File: config.mk
export PLATFORM = sky130hd
export DESIGN_NAME = e203_tcm_sram_arb
export DESIGN_NICKNAME = d
export VERILOG_FILES = /design/src/rtl/e203_tcm_sram_arb_pkg.sv /design/src/rtl/e203_tcm_rsp_buf.sv /design/src/rtl/e203_tcm_sram_arb.sv
export SDC_FILE = /design/constraint.sdc
export NUM_CORES = 1
export LEC_CHECK = 0
export CORE_MARGIN = 2
export CORE_UTILIZATION = 36
export CTS_BUF_LIST = sky130_fd_sc_hd__clkbuf_8
export CTS_CLUSTER_SIZE = 30
export DETAILED_ROUTE_END_ITERATION = 10
export HOLD_SLACK_MARGIN = 0.15
export PLACE_DENSITY = 0.84
export SLEW_MARGIN = 20
export SYNTH_ARGS = -nofsm -noshare
export SYNTH_HDL_FRONTEND = slang
export SYNTH_HIERARCHICAL = 1
export SYNTH_SLANG_ARGS = --single-unit
File: constraint.sdc
create_clock -name clk -period 2.49 [get_ports clk]
set_clock_uncertainty 0.1 [all_clocks]
set_input_delay 0.3735 -clock clk [delete_from_list [all_inputs] [get_ports clk]]
set_output_delay 0.3735 -clock clk [all_outputs]
set_load 0.005 [all_outputs]
File: src/rtl/e203_tcm_sram_arb_pkg.sv
// Shared types and defaults for the TCM SRAM arbiter: low-power state encoding,
// default RAM geometry and the idle-counter helper.
package e203_tcm_sram_arb_pkg;

   typedef enum logic [1:0] {
      ST_ACTIVE = 2'd0,
      ST_SLEEP  = 2'd1,
      ST_WAKE   = 2'd2
   } lp_state_e;

   localparam int TCM_AW  = 14;
   localparam int TCM_DW  = 32;
   localparam int IDLE_CW = 8;

   // Saturating increment so a long idle stretch never wraps back to zero.
   function automatic logic [IDLE_CW-1:0] sat_inc(input logic [IDLE_CW-1:0] v);
      return (v == {IDLE_CW{1'b1}}) ? v : v + 1'b1;
   endfunction

endpackage

File: src/rtl/e203_tcm_rsp_buf.sv
// Single-entry response tracker: remembers who owns the in-flight access and
// holds RAM read data while the owner back-pressures the response.
module e203_tcm_rsp_buf
   import e203_tcm_sram_arb_pkg::*;
#(
   parameter int DW = TCM_DW
) (
   input  logic          clk,
   input  logic          rst_n,
   input  logic          accept,
   input  logic          accept_id,
   input  logic          accept_read,
   input  logic [DW-1:0] ram_dout,
   input  logic [1:0]    rsp_ready,
   output logic [1:0]    rsp_valid,
   output logic [DW-1:0] rsp_rdata,
   output logic          pending,
   output logic          ctl_free
);

   logic          pending_reg;
   logic          owner_reg;
   logic          read_reg;
   logic          hold_vld_reg;
   logic [DW-1:0] hold_data_reg;
   logic          rsp_hs;

   assign rsp_hs   = pending_reg && rsp_ready[owner_reg];
   assign ctl_free = !pending_reg || rsp_hs;
   assign pending  = pending_reg;

   generate
      for (genvar gi = 0; gi < 2; gi++) begin : g_rsp
         assign rsp_valid[gi] = pending_reg && (owner_reg == 1'(gi));
      end
   endgenerate

   // RAM output is only valid for one cycle after the access; later cycles use the hold copy.
   assign rsp_rdata = !read_reg    ? '0 :
                      hold_vld_reg ? hold_data_reg : ram_dout;

   always_ff @(posedge clk) begin
      if (!rst_n) begin
         pending_reg   <= 1'b0;
         owner_reg     <= 1'b0;
         read_reg      <= 1'b0;
         hold_vld_reg  <= 1'b0;
         hold_data_reg <= '0;
      end else if (accept) begin
         pending_reg  <= 1'b1;
         owner_reg    <= accept_id;
         read_reg     <= accept_read;
         hold_vld_reg <= 1'b0;
      end else if (rsp_hs) begin
         pending_reg  <= 1'b0;
         hold_vld_reg <= 1'b0;
      end else if (pending_reg && !hold_vld_reg) begin
         hold_vld_reg  <= 1'b1;
         hold_data_reg <= ram_dout;
      end
   end

endmodule

File: src/rtl/e203_tcm_sram_arb.sv
// Round-robin arbiter sharing one single-port TCM SRAM between two ICB requesters,
// with one access in flight and an idle-driven light-sleep controller.
module e203_tcm_sram_arb
   import e203_tcm_sram_arb_pkg::*;
#(
   parameter int AW      = TCM_AW,
   parameter int DW      = TCM_DW,
   parameter int MW      = DW / 8,
   parameter int LS_IDLE = 16
) (
   input  logic          clk,
   input  logic          rst_n,

   input  logic          m0_icb_cmd_valid,
   output logic          m0_icb_cmd_ready,
   input  logic          m0_icb_cmd_read,
   input  logic [AW-1:0] m0_icb_cmd_addr,
   input  logic [DW-1:0] m0_icb_cmd_wdata,
   input  logic [MW-1:0] m0_icb_cmd_wmask,
   output logic          m0_icb_rsp_valid,
   input  logic          m0_icb_rsp_ready,
   output logic [DW-1:0] m0_icb_rsp_rdata,

   input  logic          m1_icb_cmd_valid,
   output logic          m1_icb_cmd_ready,
   input  logic          m1_icb_cmd_read,
   input  logic [AW-1:0] m1_icb_cmd_addr,
   input  logic [DW-1:0] m1_icb_cmd_wdata,
   input  logic [MW-1:0] m1_icb_cmd_wmask,
   output logic          m1_icb_rsp_valid,
   input  logic          m1_icb_rsp_ready,
   output logic [DW-1:0] m1_icb_rsp_rdata,

   output logic          ram_cs,
   output logic          ram_we,
   output logic [AW-1:0] ram_addr,
   output logic [MW-1:0] ram_wem,
   output logic [DW-1:0] ram_din,
   input  logic [DW-1:0] ram_dout,
   output logic          ram_ls,
   output logic          ram_ds,
   output logic          ram_sd,

   input  logic          lp_en,
   output logic          busy
);

   localparam logic [IDLE_CW-1:0] LS_THRESH = IDLE_CW'(LS_IDLE - 1);

   lp_state_e            state_reg;
   logic [IDLE_CW-1:0]   idle_cnt_reg;
   logic                 rr_reg;

   logic [1:0]           cmd_valid;
   logic [1:0]           rsp_valid;
   logic                 win;
   logic                 grant;
   logic                 sel_read;
   logic                 pending;
   logic                 ctl_free;
   logic                 idle;
   logic [DW-1:0]        rsp_rdata;

   assign cmd_valid = {m1_icb_cmd_valid, m0_icb_cmd_valid};

   assign win   = (&cmd_valid) ? rr_reg : cmd_valid[1];
   assign grant = (state_reg == ST_ACTIVE) && ctl_free && (|cmd_valid);
   assign idle  = !(|cmd_valid) && !pending;

   assign m0_icb_cmd_ready = grant && !win;
   assign m1_icb_cmd_ready = grant && win;

   assign sel_read = win ? m1_icb_cmd_read : m0_icb_cmd_read;
   assign ram_cs   = grant;
   assign ram_we   = grant && !sel_read;
   assign ram_addr = win ? m1_icb_cmd_addr  : m0_icb_cmd_addr;
   assign ram_din  = win ? m1_icb_cmd_wdata : m0_icb_cmd_wdata;
   assign ram_wem  = ram_we ? (win ? m1_icb_cmd_wmask : m0_icb_cmd_wmask) : '0;

   assign ram_ls = (state_reg == ST_SLEEP);
   assign ram_ds = 1'b0;
   assign ram_sd = 1'b0;
   assign busy   = pending || (state_reg != ST_ACTIVE);

   assign m0_icb_rsp_valid = rsp_valid[0];
   assign m1_icb_rsp_valid = rsp_valid[1];
   assign m0_icb_rsp_rdata = rsp_rdata;
   assign m1_icb_rsp_rdata = rsp_rdata;

   e203_tcm_rsp_buf #(.DW(DW)) u_rsp_buf (
      .clk         (clk),
      .rst_n       (rst_n),
      .accept      (grant),
      .accept_id   (win),
      .accept_read (sel_read),
      .ram_dout    (ram_dout),
      .rsp_ready   ({m1_icb_rsp_ready, m0_icb_rsp_ready}),
      .rsp_valid   (rsp_valid),
      .rsp_rdata   (rsp_rdata),
      .pending     (pending),
      .ctl_free    (ctl_free)
   );

   always_ff @(posedge clk) begin
      if (!rst_n) begin
         state_reg    <= ST_ACTIVE;
         idle_cnt_reg <= '0;
         rr_reg       <= 1'b0;
      end else begin
         if (grant && (&cmd_valid)) begin
            rr_reg <= !win;
         end
         case (state_reg)
            ST_ACTIVE: begin
               // Sleep on the edge where the idle run reaches LS_IDLE cycles.
               if (idle) begin
                  if (lp_en && (idle_cnt_reg >= LS_THRESH)) begin
                     state_reg    <= ST_SLEEP;
                     idle_cnt_reg <= '0;
                  end else begin
                     idle_cnt_reg <= sat_inc(idle_cnt_reg);
                  end
               end else begin
                  idle_cnt_reg <= '0;
               end
            end
            ST_SLEEP: begin
               if ((|cmd_valid) || !lp_en) begin
                  state_reg <= ST_WAKE;
               end
            end
            ST_WAKE: begin
               state_reg    <= ST_ACTIVE;
               idle_cnt_reg <= '0;
            end
            default: begin
               state_reg    <= ST_ACTIVE;
               idle_cnt_reg <= '0;
            end
         endcase
      end
   end

endmodule

==> metrics <==
outcome=complete, no violations; Final Cell Area=around 0.0064 mm^2; initial DRC count=191; Power, Total=2270 uW; CP Data Required Time=between 2000 and 2500 ps; die area=between 0.01 and 0.015 mm^2; clock slew at reported path FFs=~90 ps; placed instance area=a little over 0.006 mm^2; Net Sw Frac=0.273; Post-synth EDFFs=0; max reg flops=32; synth unique cells=43; Final min period=roughly 2400 ps; RePlAce Congestion=0.924; antenna-violating nets left=0; Tot GR Track Use=0.240; WL final=around 13 mm; Die Y=about 100 um; CTS tree=built; CTS H-tree depth=2; slew of the pin with the lowest slew margin=slightly above 700 ps; Tcrit/Tclk final=0.966; Flop pwr share=0.347; pwr dens=356 mW/mm^2; clk root buf=clkbuf_8; post-synthesis sequential area ratio=0.263; CP Cell Sequence=clkdlybuf4s15_1 -> inv_1 -> o21ai_4 -> inv_2 -> buf_4 -> buf_12 -> nand2_1 -> nand2_1 -> clkdlybuf4s50_1; reg2reg setup slack=450 ps; DRT Pass-1 Iters=4; fmax=between 400 and 500 MHz; total of max-cap violations=0; Startpoint Class=input pin; Critical path origin=m0_icb_cmd_valid; DR vias/cell=approximately 4.8; critical path arrival=~1900 ps; first-pass GRT wire length=around 21 mm; grt total ovfl=0; Core Util, Final=0.655; NetSw=slightly above 600 uW; Max stage delay cell, worst path=clkdlybuf4s50_1; critical path buffer and inverter count=6; core footprint=around 0.0097 mm^2; RSZ-0062 raised after global routing=no; Num CTS Buffers=5; final hold violation count=0; Crit. path cell count=9; # IOs=approximately 270; Area Growth Syn to Fin=78.0%; Worst slew margin=0.521; Int Power=between 1500 and 2000 uW; vias in the first global route=4,258; worst vdd ir=~0.00019 V; clock network power share=0.239; ys flop type=dfxtp_1; HP Class=flip-flop to flip-flop; Avg Synthesized Cell Area=between 7 and 8 um^2; # fillers=a little over 800; FF-to-FF Start=u_rsp_buf/owner_reg; pin count of the biggest net entering global routing=80; Worst setup endpoint=ram_din[0]; initial antenna violation count=0; vias=roughly 4,200; Clock Latency Late Sink=between 200 and 300 ps; Syn Std Cell Area=0.00358 mm^2; Slew Viols, Final=0; DR WL/cell=15.1 um; input/output buffers=262; Critical Path Fanout Max=10; CTS Sinks=between 40 and 50; cts hold-fix bufs=0; Syn. warnings=6; Remaining DRCs=0; Die X=104 um; total inserted antenna cells=0; row count=36; Final #Nets=a little under 900; synthesized flop and latch total=between 40 and 50; Crit Path Class=input pin to output pin; maximum root-to-sink buffer count=2; P_leak=roughly 0.0026 uW; Crit Reg-Reg Endpoint=u_rsp_buf/hold_data_reg[20]; CP most frequent cell=nand2_1; Post-synth ARST share=0; Comb pwr share=0.413; setup violators final=0; Worst Setup End Kind=output pin; CP top delay family=buffers and inverters; Max stage delay on crit path=470 ps; Post-Synthesis Cells=~510; starting density of the core=0.368; dpl hpwl=~11 mm; R2R cell count=10; layout cells sized above 1=0.0821
-- cell usage after synthesis, types with 5 or more instances --
| library cell | count | area share |
|---|---|---|
| nand2_1 | 222 | 0.23 |
| buf_2 | 7 | 0.0098 |
| clkbuf_1 | 19 | 0.020 |
| dfxtp_1 | 47 | 0.26 |
| o21ai_0 | 10 | 0.014 |
| buf_4 | 34 | 0.071 |
| mux2i_1 | 69 | 0.19 |
| nor2b_1 | 35 | 0.061 |
| a21oi_1 | 7 | 0.0098 |
| nor2_1 | 5 | 0.0052 |
-- area by class of cell --
cell class              count  area (um^2)  area share
flip-flops and latches     47          945       0.148
clock inverters             2         33.8     0.00530
inverters                   5         18.8     0.00294
repair buffers            292         2920       0.459
clock buffers               5         68.8      0.0108
multi-input cells         392         2220       0.348
well taps                 133          166      0.0261
-- stage by stage --
step	setup slack (ps)	instances	setup TNS [ps]	hold WS, ps
finish	85.6	876	0	361
global route	2.69	876	0	378
CTS	53.5	874	0	364
detailed placement	-565	863	-8890	349
global placement	-540	863	-5970	342
floorplan	537	509	0	334
-- worst min-delay path by stage --
stage | from | endpoint | cells past startpoint
2_1_floorplan | u_rsp_buf/hold_data_reg[0] | u_rsp_buf/hold_data_reg[0] | 2
3_3_place_gp | u_rsp_buf/hold_data_reg[16] | u_rsp_buf/hold_data_reg[16] | 2
3_5_place_dp | u_rsp_buf/hold_data_reg[16] | u_rsp_buf/hold_data_reg[16] | 2
4_1_cts | u_rsp_buf/hold_data_reg[9] | u_rsp_buf/hold_data_reg[9] | 2
5_1_grt | u_rsp_buf/hold_data_reg[6] | u_rsp_buf/hold_data_reg[6] | 2
6_report | u_rsp_buf/hold_data_reg[9] | u_rsp_buf/hold_data_reg[9] | 2
-- cells by family after synthesis --
family,synth area share
simple gates,0.355
mux,0.193
flops,0.263
buf+inv,0.129
other cells,0.00105
xor+xnor,0.00489
compound gates,0.0500
fa+ha+maj,0.00349
-- layer usage --
metal,global-route usage,vias to the layer above,share of wire
met1,0.262,1913,0.37
met5,0,-,0
li1,-,2076,-
met4,0.0956,0,0.040
met2,0.443,205,0.50
met3,0.0610,26,0.087
-- worst reg2reg max path, cell delays in order, from the launching register on --
cell,delay (ps)
dfxtp_2,350
mux2i_2,230
nand2_1,100
nor3b_4,160
o21ai_2,70
inv_1,70
buf_4,160
nor2_1,70
and3_2,250
buf_12,180
mux2i_1,230
-- cells in the final DEF, fill, tap and decap left out, types with 6 or more instances in the layout --
cell	netlist	layout
dlygate4sd2_1	0	6
nor2b_1	35	35
dfxtp_1	47	44
o21ai_0	10	9
mux2i_1	69	68
clkdlybuf4s50_1	0	248
buf_4	34	22
nand2_1	222	222
buf_12	3	7
-- power by group through the flow --
stage                     combinational [uW]  sequential (uW)  clock, uW
after floorplan                          336              804          0
after global placement                   909              804          0
after CTS                                933              788        562
after detailed placement                 928              806          0
final                                    939              789        544
after global routing                    1010              792        595
-- repair_timing --
item,4_1_cts,5_1_grt
pin swaps,3,2
buffers inserted,4,2
setup endpoints to repair,50,13
resized for setup,30,6
cloned,0,1
hold endpoints to repair,0,0
Note: power is estimated with default switching activity, not from simulation.
